==> config.mk <==
export PLATFORM = sky130hd
export DESIGN_NAME = note_sequencer
export DESIGN_NICKNAME = d
export VERILOG_FILES = /design/src/rtl/note_sequencer_pkg.sv /design/src/rtl/note_sequencer_tick_timer.sv /design/src/rtl/note_sequencer.sv
export SDC_FILE = /design/constraint.sdc
export NUM_CORES = 1
export LEC_CHECK = 0
export CORE_UTILIZATION = 25
export CTS_BUF_LIST = sky130_fd_sc_hd__clkbuf_8
export DETAILED_ROUTE_END_ITERATION = 8
export PLACE_DENSITY = 0.49
export SLEW_MARGIN = 40
export SYNTH_ARGS = -nofsm -noshare
export SYNTH_HDL_FRONTEND = slang
export SYNTH_SLANG_ARGS = --single-unit
==> constraint.sdc <==
create_clock -name clk_i -period 5.5 [get_ports clk_i]
set_input_delay 0.55 -clock clk_i [delete_from_list [all_inputs] [get_ports clk_i]]
set_output_delay 0.55 -clock clk_i [all_outputs]
set_load 0.01 [all_outputs]
==> src/rtl/note_sequencer_pkg.sv <==
// Shared types and defaults for the tinytone note sequencer: FSM state encoding and
// default tick/gap timing.
package note_sequencer_pkg;

    typedef enum logic [1:0] {
        StIdle,
        StLoad,
        StPlay,
        StDone
    } seq_state_e;

    localparam int unsigned DefTickPeriod = 600000;
    localparam int unsigned DefGapCycles  = 48000;

endpackage

==> src/rtl/note_sequencer_tick_timer.sv <==
// Duration tick counter: counts 0..PERIOD-1 while enabled, pulses wrap_o on the last count,
// and flags when the upcoming count falls within the final LAST_N cycles of a period.
module note_sequencer_tick_timer #(
    parameter int unsigned CNT_BW = 24,
    parameter int unsigned PERIOD = 600000,
    parameter int unsigned LAST_N = 48000
) (
    input  logic clk_i,
    input  logic rst_i,
    input  logic en_i,
    input  logic clr_i,
    output logic wrap_o,
    output logic last_n_next_o
);

    localparam logic [CNT_BW-1:0] TopVal   = CNT_BW'(PERIOD - 1);
    localparam logic [CNT_BW-1:0] GapStart = CNT_BW'(PERIOD - LAST_N);

    logic [CNT_BW-1:0] count_q, count_d;

    always_comb begin
        count_d = count_q;
        wrap_o  = en_i && (count_q == TopVal);
        if (clr_i) begin
            count_d = '0;
        end else if (en_i) begin
            count_d = wrap_o ? '0 : count_q + CNT_BW'(1);
        end
    end

    // Looks at the next count so the registered gate lines up with the cycle it covers.
    assign last_n_next_o = (LAST_N != 0) && (count_d >= GapStart);

    always_ff @(posedge clk_i or posedge rst_i) begin
        if (rst_i) begin
            count_q <= '0;
        end else begin
            count_q <= count_d;
        end
    end

endmodule

==> src/rtl/note_sequencer.sv <==
// Song playback controller: walks the notes ROM, applies per-note durations, rests and an
// articulation gap, and presents the PWM period plus a sound gate.
module note_sequencer
    import note_sequencer_pkg::*;
#(
    parameter int unsigned ADDR_BW     = 6,
    parameter int unsigned SEQ_LEN     = 64,
    parameter int unsigned DIV_BW      = 16,
    parameter int unsigned DUR_BW      = 4,
    parameter int unsigned TICK_BW     = 24,
    parameter int unsigned TICK_PERIOD = DefTickPeriod,
    parameter int unsigned GAP_CYCLES  = DefGapCycles
) (
    input  logic               clk_i,
    input  logic               rst_i,
    input  logic               play_i,
    input  logic               restart_i,
    input  logic               loop_i,
    output logic [ADDR_BW-1:0] romAddr_o,
    input  logic [DIV_BW-1:0]  romDivider_i,
    input  logic [DUR_BW-1:0]  romDuration_i,
    output logic [DIV_BW-1:0]  period_o,
    output logic               gate_o,
    output logic               noteStrb_o,
    output logic               done_o
);

    localparam logic [DUR_BW:0]    RemOne   = (DUR_BW + 1)'(1);
    localparam logic [ADDR_BW-1:0] LastAddr = ADDR_BW'(SEQ_LEN - 1);

    seq_state_e         state_q, state_d;
    logic [ADDR_BW-1:0] addr_q, addr_d;
    logic [DIV_BW-1:0]  period_q, period_d;
    logic [DUR_BW:0]    rem_q, rem_d;
    logic               gate_q, gate_d;
    logic               strb_q, strb_d;
    logic               done_q, done_d;
    logic               tick_en, tick_clr, tick_wrap, gap_next, end_marker;

    assign end_marker = (romDivider_i == '0) && (&romDuration_i);
    assign tick_en    = play_i && (state_q == StPlay);
    assign tick_clr   = restart_i || (state_q != StPlay);

    note_sequencer_tick_timer #(
        .CNT_BW (TICK_BW),
        .PERIOD (TICK_PERIOD),
        .LAST_N (GAP_CYCLES)
    ) u_tick_timer (
        .clk_i         (clk_i),
        .rst_i         (rst_i),
        .en_i          (tick_en),
        .clr_i         (tick_clr),
        .wrap_o        (tick_wrap),
        .last_n_next_o (gap_next)
    );

    always_comb begin
        state_d  = state_q;
        addr_d   = addr_q;
        period_d = period_q;
        rem_d    = rem_q;
        strb_d   = 1'b0;
        if (restart_i) begin
            state_d = play_i ? StLoad : StIdle;
            addr_d  = '0;
            rem_d   = '0;
        end else begin
            unique case (state_q)
                StIdle: if (play_i) state_d = StLoad;
                StLoad: begin
                    if (end_marker) begin
                        if (loop_i) addr_d = '0;
                        else        state_d = StDone;
                    end else begin
                        period_d = romDivider_i;
                        rem_d    = {1'b0, romDuration_i} + RemOne;
                        strb_d   = 1'b1;
                        state_d  = StPlay;
                    end
                end
                StPlay: begin
                    if (tick_wrap) begin
                        if (rem_q == RemOne) begin
                            rem_d = '0;
                            if (addr_q != LastAddr) begin
                                addr_d  = addr_q + ADDR_BW'(1);
                                state_d = StLoad;
                            end else if (loop_i) begin
                                addr_d  = '0;
                                state_d = StLoad;
                            end else begin
                                state_d = StDone;
                            end
                        end else begin
                            rem_d = rem_q - RemOne;
                        end
                    end
                end
                StDone: ;
                default: state_d = StIdle;
            endcase
        end
        done_d = (state_d == StDone);
        // Gate describes the upcoming cycle: silent for rests, pauses and the closing gap.
        gate_d = (state_d == StPlay) && (period_d != '0) && play_i &&
                 !((rem_d == RemOne) && gap_next);
    end

    always_ff @(posedge clk_i or posedge rst_i) begin
        if (rst_i) begin
            state_q  <= StIdle;
            addr_q   <= '0;
            period_q <= '0;
            rem_q    <= '0;
            gate_q   <= 1'b0;
            strb_q   <= 1'b0;
            done_q   <= 1'b0;
        end else begin
            state_q  <= state_d;
            addr_q   <= addr_d;
            period_q <= period_d;
            rem_q    <= rem_d;
            gate_q   <= gate_d;
            strb_q   <= strb_d;
            done_q   <= done_d;
        end
    end

    assign romAddr_o  = addr_q;
    assign period_o   = period_q;
    assign gate_o     = gate_q;
    assign noteStrb_o = strb_q;
    assign done_o     = done_q;

endmodule
==> impl_metrics.py <==
metrics = {
    "run_status": {
        "outcome": "completed",
    },
    "power": {
        "power.density_nw_per_um2": 272.2,
        "vdd_drop_max_mv": 0.1716,
        "p_leak_nw": 1.574,
    },
    "setup_path": {
        "critPathRequiredTime_ns": 5.68,
        "criticalPathCategory": "reg -> reg",
        "end_kind": "flip-flop",
        "arrival_ns": 3.49,
        "critPathLaunchType": "flip-flop",
        "critPathMaxFanout": 17,
    },
    "yosys": {
        "netlist_area_um2": 3470,
        "async_reset_ff_share_pct": 100.0,
        "synthTopCellsByArea": "dfrtp_1 40%, mux2_2 5.8%, nor2_1 4.1%, xnor2_1 3.8%, ha_1 3.2%",
        "synth_seq_cells": 56,
        "synth.yosys.warnings": 0,
        "synth_cell_types": 58,
        "netlist.top_cell.by_area": "dfrtp_1",
        "avgSynthCellArea_um2": 9.228,
        "synth-seq-area-share_pct": 40.39,
        "synthMostInstantiatedCell": "dfrtp_1",
        "ys_top_cells_by_count": "56 x dfrtp_1, 38 x nor2_1, 29 x nand2_1, 18 x mux2_2, 17 x inv_1",
        "synth_edf_count": 0,
        "ys.flop_type": "dfrtp_1",
        "yosysTopAreaCellShare_pct": 40.39,
        "synthCells": 376,
        "syn-num-nets": 410,
    },
    "floorplan": {
        "die_w_um": 119.8,
        "die_y_um": 119.8,
        "core_area_um2": 13400,
        "die_area_um2": 14350,
        "rows": 42,
        "start_util_pct": 25.89,
        "ios": 50,
    },
    "placed_design": {
        "place_congestion": 0.8155,
        "hpwlAfterDp_mm": 6.325,
        "io_buffers": 49,
        "dp_slack_ns": 2.012,
    },
    "sta": {
        "fin_setup_tns_ns": 0,
        "skew_ns": 0.005148,
        "finalCritPeriodShare_pct": 60.13,
        "period_minus_slack_ns": 3.307,
        "slew_headroom_pct": 58.19,
        "fmax_ghz": 0.3024,
        "tightest_slew_ns": 0.6271,
        "layout_setup_ws_ns": 2.193,
        "drv_slew": 0,
        "finalSetupViolations": 0,
        "hold_viol_final": 0,
        "grt_setup_unrepaired": "no",
    },
    "clocking": {
        "cts_tree": "yes",
        "cts_setup_buffers": 0,
        "cts_sinks": 56,
        "ctsRootBufferMaster": "clkbuf_8",
        "htree_levels": 2,
        "cts_buffers": 5,
        "cts-resized-gates": 0,
        "cts.clk_slew.worst_paths_ns": 0.10,
        "insertion_delay_ns": 0.31,
        "ctsHoldBuffers": 0,
        "cts_buffer_depth": 2,
    },
    "drt": {
        "finalWirelength_mm": 8.613,
        "via_per_inst": 4.993,
        "vias": 2966,
        "firstDrtPassIters": 4,
        "wl_per_cell_um": 14.50,
        "route.detailed.drc": 0,
        "ant_nets": 0,
        "drtIter0Drc": 243,
    },
    "finish": {
        "final_nets": 451,
        "n_antenna_cell": 0,
        "synthToLayoutAreaGrowth_pct": 21.46,
        "drive_above_1_share_pct": 8.852,
    },
    "global_routing": {
        "grtUsageTotal_pct": 12.59,
        "grt_pass1_vias": 2867,
        "grt_pass1_wl_mm": 14.59,
        "grt_overflow": 0,
        "grt_antenna_before_repair": 0,
        "grt_max_degree": 57,
    },
    "min_path": {
        "hp-class": "reg -> reg",
    },
    "flow_run": {
        "drv_cap": 0,
    },
}
## where the power goes
group	leakage [nW]	internal (mW)	switching, mW	total, mW
registers	0.741	0.478	0.0564	0.534
clock network	0.0455	0.0892	0.140	0.229
logic	0.788	0.208	0.176	0.384
## final timing paths
kind | endpoint | slack, ns | startpoint | cells after the start
setup / recovery | gate_o$_DFF_PP0_ | 2.19 | state_q[0]$_DFF_PP0_ | 9
setup reg to reg | gate_o$_DFF_PP0_ | 2.19 | state_q[0]$_DFF_PP0_ | 9
hold reg to reg | period_o[11]$_DFF_PP0_ | 0.54 | period_o[11]$_DFF_PP0_ | 1
hold / removal | period_o[11]$_DFF_PP0_ | 0.54 | period_o[11]$_DFF_PP0_ | 1
min in group asynchronous | u_tick_timer.count_q[5]$_DFF_PP0_ | 0.65 | rst_i | 3
max in group asynchronous | u_tick_timer.count_q[16]$_DFF_PP0_ | 4.45 | rst_i | 3
## critical path, stage by stage (launching register included)
cell	delay, ns
dfrtp_1	0.44
inv_1	0.12
ha_1	0.57
and3_1	0.37
nand4_1	0.20
or2_1	0.33
and3_1	0.21
o31a_1	0.31
nor4_1	0.47
a21oi_1	0.14
## flip-flops by register name, indices dropped and copies added, names as in the netlist
register              count
gate_o                    1
u_tick_timer.count_q     24
period_o                 16
state_q                   2
noteStrb_o                1
romAddr_o                 6
rem_q                     5
done_o                    1
## routing by layer
metal / vias to the layer above / track usage [%] / part of all wire (%)
met5: - / 0 / 0
met4: 0 / 3.203 / 1.2
met3: 7 / 2.471 / 3.4
met2: 60 / 19.22 / 46
met1: 1425 / 18.07 / 50
li1: 1474 / - / -
## through the flow
stage / cells / hold WS, ns / area (um^2) / power (mW) / util, %
after floorplan: 376 / 0.5339 / 3470 / 0.7355 / -
after global placement: 585 / 0.5212 / 4114 / 0.9276 / 30.70
after detailed placement: 586 / 0.5181 / 4121 / 0.9268 / 30.76
after CTS: 594 / 0.5437 / 4210 / 1.167 / 31.42
after global routing: 594 / 0.5527 / 4214 / 1.221 / 31.45
final: 594 / 0.5379 / 4214 / 1.147 / 31.45
## logic make-up after synthesis
kind of cell	synth area share (%)
adders and majority gates	3.246
muxes	6.996
buffers and inverters	4.183
and+or+nand+nor	26.43
xor gates and xnor gates	5.554
DFF	40.39
AOI/OAI and AO/OA	13.20
## cell usage in the layout (no fill, tap or decap), types with 4 or more instances in the layout
cell type        count
dfrtp_1             56
clkdlybuf4s50_1     49
nor2_1              38
nand2_1             29
mux2_2              18
inv_1               17
xnor2_1             15
nor4_1              14
o21ai_0             14
nand3_1             13
nand4_1             12
and3_1              10
a21oi_1              9
ha_1                 9
nor3_1               8
or3_1                7
xor2_1               7
a31oi_1              6
o31ai_1              6
and2_1               5
or4_1                5
o211ai_1             5
clkbuf_8             5
nor4b_1              4
and4_1               4
mux2i_1              4
## area by class of cell
class / count / area (um^2)
Clock buffer: 5 / 68.82
Clock inverter: 3 / 20.02
Fill cell: 1429 / 9186
Inverter: 17 / 63.81
Multi-Input combinational cell: 285 / 1923
Sequential cell: 56 / 1401
Tap cell: 176 / 220.2
Timing Repair Buffer: 52 / 516.7
(Power assumes the default switching activity.)
==> patch 1, RTL diff (config.mk and constraints unchanged) <==
`DIV_BW`: 16 -> 24.
--- a/src/rtl/note_sequencer.sv
+++ b/src/rtl/note_sequencer.sv
@@ -5,7 +5,7 @@
 #(
     parameter int unsigned ADDR_BW     = 6,
     parameter int unsigned SEQ_LEN     = 64,
-    parameter int unsigned DIV_BW      = 16,
+    parameter int unsigned DIV_BW      = 24,
     parameter int unsigned DUR_BW      = 4,
     parameter int unsigned TICK_BW     = 24,
     parameter int unsigned TICK_PERIOD = DefTickPeriod,
Ports: changed (resized period_o and romDivider_i); port bits go from 50 to 66. The function was not compared with the original's and may differ.
==> patch 1 against the original RTL <==
Total power grew 33%. Clock power rose by 76%. Cell area increased by 17%. First-iteration DRC count fell by 11%. Count of clock-buffer cells in the layout is 5 higher. Largest power group unchanged. Synthesized area up 13%. Sequential cell count up 8. Wire length increased by 20%. Setup slack worse by 25 ps.
==> patch 1: results <==
set metrics [dict create \
    slowest_delay_ps 630 \
    post-cts-setup-buffers 0 \
    portBuffers 65 \
    hpwlAfterDp_um 7510 \
    num-nets-final 513 \
    p_leak_nw 1.88 \
    track_usage 0.139 \
    ir_drop_uv 167 \
    fillCellCount 1630 \
    place_inst 671 \
    synth_nets 456 \
    worst-slew-pin-transition_ps 763 \
    min_from "romAddr_o[5]" \
    crit_slowest_cell "ha_1" \
    cts_made_buffers 9 \
    syn_avg_cell_area_um2 9.47 \
    fin_worst_skew_ps 10.0 \
    outcome "complete, no violations" \
    synth_common_cells "64 x dfrtp_1, 36 x nor2_1, 29 x nand2_1" \
    wirelength_um 10300 \
    gp_congestion 0.864 \
    viasPerCell 4.95 \
    synth_warnings 0 \
    drive_gt1_frac 0.126 \
    worstSkewPairLatency_ps 360 \
    pre_cts_ws_ps 2130 \
    drtIter0Drc 216 \
    grt_pass1_vias 3487 \
    crit_arrival_ps 3610 \
    cts_max_level 3 \
    grt_max_degree 65 \
    synth_seq_area_share 0.408 \
    grt_pass1_wl_um 17800 \
    synth_area_leaders "dfrtp_1 41%, mux2_2 7.5%, nor2_1 3.4%" \
    cp_max_fo 20 \
    vias 3394 \
    clk_pin_slew_worst_paths_ps 70 \
]
-- patch 1: cell types whose count changed after synthesis, sizes merged, moves of 4 or more --
cell | unedited run | this run
dfrtp | 56 | 64
mux2 | 18 | 26
a21oi | 10 | 16
nor3 | 8 | 14
xnor2 | 15 | 9
buf | 7 | 12
nand3 | 16 | 21
o31ai | 7 | 2
and3 | 10 | 6
nand2b | 1 | 5
nand3b | 1 | 5
-- patch 1: per-stage QoR --
stage               hold WS (ps)  utilization  area, µm²
floorplan                    539            -       3920
global placement             522        0.312       4750
detailed placement           526        0.312       4760
CTS                          537        0.324       4940
global route                 574        0.324       4940
finish                       532        0.324       4940
-- patch 1: layout make-up --
type	instances	area (µm²)	share of cell area
Clock buffer	10	138	0.0278
Timing Repair Buffer	68	677	0.137
Clock inverter	5	48.8	0.00987
Inverter	17	63.8	0.0129
Sequential cell	64	1600	0.324
Tap cell	211	264	0.0534
Multi-Input combinational cell	311	2150	0.435
-- patch 1: cells by family after synthesis --
logic type / after synthesis / share of synthesized area
fa+ha+maj: 9 / 0.0287
mux: 31 / 0.0874
buf+inv: 39 / 0.0428
compound gates: 69 / 0.118
xor+xnor: 19 / 0.0424
simple gates: 183 / 0.272
flops: 64 / 0.408
-- patch 1: worst paths after layout --
kind                                                 to  slack (ps)
worst max-delay path                             gate_o        2170
max in group asynchronous       u_tick_timer.count_q[1]        4430
worst max register to register                   gate_o        2170
worst min register to register             romAddr_o[5]         530
worst min-delay path                       romAddr_o[5]         530
min in group asynchronous                  romAddr_o[0]         650
-- patch 1: critical path, delay by kind of cell, from the launching register on --
family	cells	cell delay, ps
buffers and inverters	1	120
and+or+nand+nor	4	1160
muxes	1	170
adders and majority gates	1	630
DFF	1	430
AOI/OAI and AO/OA	2	740
-- patch 1: power by group --
group,leakage [nW],switching (mW),internal (mW)
combinational,0.941,0.211,0.272
clock,0.103,0.188,0.215
sequential,0.836,0.0796,0.562
total,1.88,0.478,1.05
-- patch 1: routing by layer --
layer  GRT usage  up-vias  wire length (µm)
met4      0.0588        0               156
met3      0.0507       10               694
met1       0.164     1656              4580
met2       0.230       98              4890
li1            -     1630                 -
met5           0        -                 0
==> patch 2, RTL diff (same settings) <==
Without the edit above. Encoding of `seq_state_e`: now one-hot (4 bits for 4 states).
--- a/src/rtl/note_sequencer_pkg.sv
+++ b/src/rtl/note_sequencer_pkg.sv
@@ -2,11 +2,11 @@
 // default tick/gap timing.
 package note_sequencer_pkg;
 
-    typedef enum logic [1:0] {
-        StIdle,
-        StLoad,
-        StPlay,
-        StDone
+    typedef enum logic [3:0] {
+        StIdle = 4'b0001,
+        StLoad = 4'b0010,
+        StPlay = 4'b0100,
+        StDone = 4'b1000
     } seq_state_e;
 
     localparam int unsigned DefTickPeriod = 600000;
Formal check against the unedited RTL: no difference found for any inputs over 10 cycles, from zero or initial values and one cycle with rst_i high; not proved beyond that.
==> patch 2 against the original RTL <==
Total power rose by 2.4%. Clock power rose by 80%. Fmax fell by 12%. Synthesized area fell by 2.6%. Setup slack got worse by 430 ps. Largest cell class unchanged. Wire length fell by 3.7%. Sequential cell count rose by 2. Cell area rose by 1.1%. Sequential power fell by 2%. Critical path type unchanged. Core utilization rose by 0.85 points.
==> patch 2: results <==
set metrics [dict create \
    outcome "complete, no violations" \
    portBuffers 49 \
    track_usage 0.125 \
    cts-root-buf "clkbuf_8" \
    worstSkewPairLatency_ps 330 \
    maxSlewHeadroom 0.525 \
    top_register "u_tick_timer.count_q" \
    clk_pin_slew_worst_paths_ps 70 \
    synth_seq_area_share 0.430 \
    slowest_delay_ps 690 \
    synth_nets 397 \
    post-cts-setup-buffers 0 \
    drtIter0Drc 126 \
    antenna_found_initial 0 \
    cts_made_buffers 9 \
    synth_common_cells "57 x dfrtp_1, 53 x nor2_1, 28 x nand2_1" \
    synth_warnings 0 \
    synth_area_leaders "dfrtp_1 42%, mux2_2 6.7%, nor2_1 5.9%" \
    swShare 0.263 \
    viasPerCell 4.81 \
    place_inst 579 \
    grt_pass1_wl_um 13900 \
    dr.pass1.iters 4 \
    num-nets-final 444 \
    hpwlAfterDp_um 5890 \
    clockBufferDepth 2 \
    stdcell_count 595 \
    reg2reg_depth 8 \
    cts.repair.resized 0 \
    async_flop_share 1.00 \
    fin_worst_skew_ps 9.89 \
    ir_drop_uv 146 \
    synth-main-ff-cell "dfrtp_1" \
    synth_cell_types 48 \
    path_delay_family "simple AND/OR/NAND/NOR gates" \
    synthCells 367 \
    wire_per_inst_um 13.9 \
    min_path_type "flop to flop" \
    grt_pass1_vias 2800 \
    gp_congestion 0.853 \
    n_antenna_cell 0 \
    pre_cts_ws_ps 1660 \
    grt_max_degree 59 \
    crit_slowest_cell "or4b_4" \
    drive_gt1_frac 0.126 \
    cts_max_level 3 \
    min_path_cells 1 \
    p_leak_nw 1.67 \
    largest_register_ff_count 24 \
    cp_max_fo 15 \
    crit_arrival_ps 3960 \
    dpl-instance-area_mm2 0.00404 \
]
==> patch 2: changes by cell type after synthesis, moves of 5 or more <==
| cell | change |
|---|---|
| nor2_1 | +15 |
| xor2_1 | +14 |
| buf_2 | -5 |
| o31ai_1 | -6 |
| inv_1 | -11 |
| xnor2_1 | -9 |
| nand3_1 | +9 |
| nor3_1 | +11 |
==> patch 2: cell families after synthesis <==
logic type	Yosys count	share of synthesized area
and+or+nand+nor	182	0.277
DFF	58	0.430
AOI/OAI and AO/OA	48	0.0952
xor gates and xnor gates	27	0.0700
buffers and inverters	24	0.0333
muxes	23	0.0756
adders and majority gates	5	0.0185
==> patch 2: final timing paths <==
path                       slack, ps          from      endpoint
max                             1760    state_q[1]        gate_o
min                              540  period_o[12]  period_o[12]
max reg2reg                     1760    state_q[1]        gate_o
min reg2reg                      540  period_o[12]  period_o[12]
max in group asynchronous       4430         rst_i    state_q[0]
min in group asynchronous        640         rst_i   period_o[9]
==> patch 2: area by class of cell <==
type,instances,area [µm²]
repair buffers,54,532
flip-flops and latches,58,1450
clock buffers,12,165
multi-input cells,285,1830
clock inverters,4,42.5
fillers,1395,8930
inverters,6,22.5
well taps,176,220
==> patch 2: per-layer routing <==
metal | up-vias | track usage | part of all wire
met4 | 0 | 0.0433 | 0.0096
met3 | 8 | 0.0285 | 0.033
met1 | 1386 | 0.167 | 0.50
li1 | 1410 | - | -
met2 | 55 | 0.198 | 0.46
met5 | - | 0 | 0
==> patch 2: per-stage QoR <==
step / hold slack (ps) / util / total power, mW
global placement: 526 / 0.306 / 0.770
floorplan: 526 / - / 0.632
CTS: 543 / 0.322 / 1.19
finish: 544 / 0.323 / 1.17
detailed placement: 523 / 0.306 / 0.771
global route: 566 / 0.323 / 1.24
==> patch 2: power by group through the flow <==
stage               clock network (mW)  logic, mW  registers, mW
floorplan                            0     0.0930          0.539
global placement                     0      0.240          0.529
detailed placement                   0      0.242          0.529
CTS                              0.429      0.243          0.522
global route                     0.447      0.258          0.530
finish                           0.412      0.239          0.523
